===== src/rtl/rca_pkg.sv =====
// Shared constants and a plain-arithmetic reference add for the ripple-carry adder.
// Optional signed-overflow output is enabled by defining RCA_OVERFLOW_EN.
package rca_pkg;

  localparam int unsigned RCA_XLEN_DEFAULT = 64;

  // Reference {cout, sum} for operand widths up to RCA_XLEN_DEFAULT; upper bits are masked.
  function automatic logic [RCA_XLEN_DEFAULT:0] rca_ref_add(
    input logic [RCA_XLEN_DEFAULT-1:0] a,
    input logic [RCA_XLEN_DEFAULT-1:0] b,
    input logic                        cin,
    input int unsigned                 width
  );
    logic [RCA_XLEN_DEFAULT-1:0] mask;
    logic [RCA_XLEN_DEFAULT:0]   full;
    logic [RCA_XLEN_DEFAULT:0]   res;
    if (width >= RCA_XLEN_DEFAULT) begin
      mask = '1;
    end else begin
      mask = (RCA_XLEN_DEFAULT'(1) << width) - RCA_XLEN_DEFAULT'(1);
    end
    full = {1'b0, a & mask} + {1'b0, b & mask} + {{RCA_XLEN_DEFAULT{1'b0}}, cin};
    res = '0;
    res[RCA_XLEN_DEFAULT-1:0] = full[RCA_XLEN_DEFAULT-1:0] & mask;
    res[RCA_XLEN_DEFAULT] = full[width];
    return res;
  endfunction

endpackage


===== src/rtl/full_adder.sv =====
// One-bit full adder, the cell chained by ripple_carry_adder_unit.
module full_adder (
  input  logic a,
  input  logic b,
  input  logic cin,
  output logic s,
  output logic cout
);

  logic p;

  assign p    = a ^ b;
  assign s    = p ^ cin;
  assign cout = (a & b) | (cin & p);

endmodule


===== src/rtl/ripple_carry_adder_unit.sv =====
// xlen-bit ripple-carry adder with registered sum/carry; define RCA_OVERFLOW_EN to add
// a registered signed-overflow output.
module ripple_carry_adder_unit
  import rca_pkg::*;
#(
  parameter int unsigned xlen = RCA_XLEN_DEFAULT
) (
  input  logic            clk,
  input  logic            rst_n,
  input  logic            in_valid,
  input  logic [xlen-1:0] a,
  input  logic [xlen-1:0] b,
  input  logic            carry_in,
  output logic            out_valid,
  output logic [xlen-1:0] sum,
  output logic            carry_out
`ifdef RCA_OVERFLOW_EN
  ,
  output logic            overflow
`endif
);

  logic [xlen:0]   c;
  logic [xlen-1:0] s;

  assign c[0] = carry_in;

  for (genvar i = 0; i < xlen; i++) begin : g_chain
    full_adder u_fa (
      .a   (a[i]),
      .b   (b[i]),
      .cin (c[i]),
      .s   (s[i]),
      .cout(c[i+1])
    );
  end

  logic            valid_q;
  logic [xlen-1:0] sum_q;
  logic            cout_q;

  always_ff @(posedge clk) begin
    if (!rst_n) begin
      valid_q <= 1'b0;
      sum_q   <= '0;
      cout_q  <= 1'b0;
    end else begin
      valid_q <= in_valid;
      // Results hold while idle; only out_valid drops.
      if (in_valid) begin
        sum_q  <= s;
        cout_q <= c[xlen];
      end
    end
  end

  assign out_valid = valid_q;
  assign sum       = sum_q;
  assign carry_out = cout_q;

`ifdef RCA_OVERFLOW_EN
  logic ovf_q;

  always_ff @(posedge clk) begin
    if (!rst_n) begin
      ovf_q <= 1'b0;
    end else if (in_valid) begin
      ovf_q <= c[xlen] ^ c[xlen-1];
    end
  end

  assign overflow = ovf_q;
`endif

endmodule


===== config.mk =====
export PLATFORM = sky130hd
export DESIGN_NAME = ripple_carry_adder_unit
export DESIGN_NICKNAME = d
export VERILOG_FILES = /design/src/rtl/rca_pkg.sv /design/src/rtl/full_adder.sv /design/src/rtl/ripple_carry_adder_unit.sv
export SDC_FILE = /design/constraint.sdc
export NUM_CORES = 1
export LEC_CHECK = 0
export CORE_MARGIN = 5
export CORE_UTILIZATION = 43
export DETAILED_ROUTE_END_ITERATION = 8
export HOLD_SLACK_MARGIN = 0.06
export PLACE_DENSITY = 0.86
export SLEW_MARGIN = 40
export SYNTH_ARGS = -nofsm -noshare
export SYNTH_HDL_FRONTEND = slang
export SYNTH_SLANG_ARGS = --single-unit

===== constraint.sdc =====
create_clock -name clk -period 52 [get_ports clk]
set_clock_uncertainty 0.1 [all_clocks]
set_input_delay 7.8 -clock clk [delete_from_list [all_inputs] [get_ports clk]]
set_output_delay 7.8 -clock clk [all_outputs]
set_load 0.005 [all_outputs]

==> impl_metrics.py <==
metrics = {
    "logic_synthesis": {
        "ys_seq_elements": 66,
        "synth_common_cells": "dfxtp_1, fa_1, mux2i_1, nor2b_1, inv_1",
        "syn_avg_cell_area_sq_um": 13.4,
        "yosysWarnings": 0,
        "syn-num-nets": 479,
        "yosysMostFrequentCell": "dfxtp_1",
        "synth_area_leaders": "dfxtp_1, fa_1, mux2i_1, nor2b_1, buf_4",
        "syn_area_sq_um": 3790,
        "synth-main-ff-cell": "dfxtp_1",
        "synthCells": 283,
        "synth-edff-count": 0,
        "synthDistinctLibCells": 14,
        "synth_seq_area_share_pct": 34.9,
        "synth_top_area_share_pct": 34.9,
        "async_flop_share_pct": 0,
        "synth_top_area_cell": "dfxtp_1",
    },
    "global_routing": {
        "grt_max_degree": 70,
        "grt_pass1_wl_microns": 16400,
        "grt_usage_pct": 18.8,
        "first_global_vias": 3142,
        "overflow": 0,
        "antenna_found_initial": 0,
    },
    "routing": {
        "ant_nets": 0,
        "vias": 2747,
        "route.detailed.drc": 0,
        "avgViaCountPerCell": 4.66,
        "wirelength_microns": 9840,
        "drt_iter0_drc": 49,
        "first_pass_iters": 4,
        "wl_per_cell_microns": 16.7,
    },
    "critical_path": {
        "crit_path_end_kind": "flip-flop",
        "path_class": "in -> reg",
        "r2r_start": "sum[43]",
        "rrSetupSlack_ps": 51260,
        "slowest_delay_ps": 440,
        "crit_path_start_kind": "input port",
        "slowest_stage": "fa_1",
        "critPathRequiredTime_ps": 52180,
        "ff2ff_path_depth": 2,
        "arrival_ps": 34000,
        "critPathMostFrequentCell": "fa_1",
        "cp_max_fo": 1,
        "r2r-end": "sum[43]",
    },
    "floorplan": {
        "core_sq_um": 8640,
        "die_h_microns": 104,
        "ioPinCount": 198,
        "dieArea_sq_um": 10800,
        "die_x_microns": 104,
        "start_util_pct": 43.8,
        "row_count": 34,
    },
    "layout": {
        "area_growth_pct": 58.7,
        "fin_nets": 672,
        "finalCoreUtilization_pct": 69.6,
        "instances_no_fill": 589,
        "stdcell_area_sq_um": 6010,
        "drive_gt1_share_pct": 3.53,
        "n_antenna_cell": 0,
    },
    "timing": {
        "relSlewSlack_pct": 45.7,
        "fin_crit_sh_pct": 65.0,
        "timing_hold_violations_final": 0,
        "rsz0062_at_grt": "false",
        "min_period_ps": 33820,
        "tns_ps": 0,
        "setup_ws_ps": 18180,
        "fmax_ghz": 0.0296,
        "finalSetupViolCount": 0,
        "worstMarginPinSlew_ps": 814,
        "drv_slew": 0,
    },
    "clocking": {
        "h-tree-depth": 3,
        "cts_resized": 0,
        "cts_tree": "done",
        "path_clk_slew_ps": 70,
        "cts_setup_buffers": 0,
        "clk_path_buf_depth": 2,
        "ctsHoldBuffers": 0,
        "root_buffer": "clkbuf_8",
        "cts.sinks": 66,
        "cts_made_buffers": 9,
        "clock_latency_ps": 330,
    },
    "placed_design": {
        "dpl-instance-area_sq_um": 5790,
        "dp_hpwl_microns": 7850,
        "pre_cts_ws_ps": 17810,
        "gp_congestion": 0.731,
        "port-buffer-count": 197,
        "dp_cells": 573,
    },
    "worst_hold_path": {
        "min_path_cells": 1,
        "min-delay-start": "sum[9]",
        "worstHoldEndpoint": "sum[9]",
        "hp-class": "reg -> reg",
    },
    "outcome": {
        "status": "completed",
    },
    "power": {
        "peakVddDrop_mv": 0.0169,
        "power.density_nw_per_um2": 25.6,
        "leakagePower_nw": 2.42,
    },
    "run": {
        "drv_cap": 0,
    },
}
-- report_power, final --
| part | internal [mW] | switching (mW) |
|---|---|---|
| Combinational | 0.0297 | 0.0174 |
| Clock | 0.0282 | 0.0197 |
| Sequential | 0.0562 | 0.00277 |
| Total | 0.114 | 0.0398 |
-- worst max path at each step --
stage	to	slack (ps)	startpoint
global placement	sum[63]	18190	a[0]
finish	sum[63]	18180	a[0]
CTS	sum[63]	18090	a[0]
detailed placement	sum[63]	17810	a[0]
floorplan	sum[63]	19620	a[0]
global route	sum[63]	17390	a[0]
-- cell families (layout without fill, tap and decap cells) --
family / Yosys count / in the layout / share of synthesized area [%]
DFF: 66 / 66 / 34.9
buffers and inverters: 22 / 220 / 3.37
muxes: 62 / 62 / 16.4
adders and majority gates: 64 / 64 / 33.8
and+or+nand+nor: 66 / 66 / 10.7
AOI/OAI and AO/OA: 3 / 3 / 0.793
-- routing by layer --
layer  vias up  GRT usage (%)  wire length [microns]
li1       1290              -                      -
met1      1328           22.3                   3730
met2       120           32.2                   5030
met3         9           7.46                    992
met4         0           4.16                     86
met5         -              0                      0
-- sequential cells by signal, summed over array words and instances, names as in the netlist --
| signal | cells |
|---|---|
| carry_out | 1 |
| out_valid | 1 |
| sum | 64 |
-- final cells by class --
cell class                 count  area (sq um)
fill                         654          2630
multi-input combinational    195          2340
timing repair buffer         197          1970
sequential                    66          1320
clock buffer                  11           141
tap                          108           135
clock inverter                 5          77.6
inverter                       7          26.3
-- worst max-delay path: cells and delay by family --
| family | cells | cell delay (ps) |
|---|---|---|
| adder cells (fa/ha/maj) | 64 | 25370 |
| buffers and inverters | 4 | 620 |
| AO/OA/AOI/OAI | 1 | 140 |
| AND/OR/NAND/NOR | 1 | 80 |
-- cell usage in the layout (no fill, tap or decap) --
cell	netlist	routed
clkdlybuf4s50_1	0	195
dfxtp_1	66	66
fa_1	64	64
mux2i_1	62	62
nor2b_1	62	62
clkbuf_8	0	10
inv_1	7	7
nand2_1	3	3
o211a_1	3	3
clkinv_2	0	2
bufinv_16	0	2
and2_1	1	1
clkinvlp_4	0	1
clkbuf_1	6	1
buf_6	1	1
buf_4	5	1
-- per-stage QoR --
step / hold slack (ps) / power [mW]
after floorplan: 377 / 0.0794
after global placement: 364 / 0.106
after detailed placement: 372 / 0.108
after CTS: 395 / 0.156
after global routing: 412 / 0.164
final: 391 / 0.154
Power figures use the tool's default switching activity.
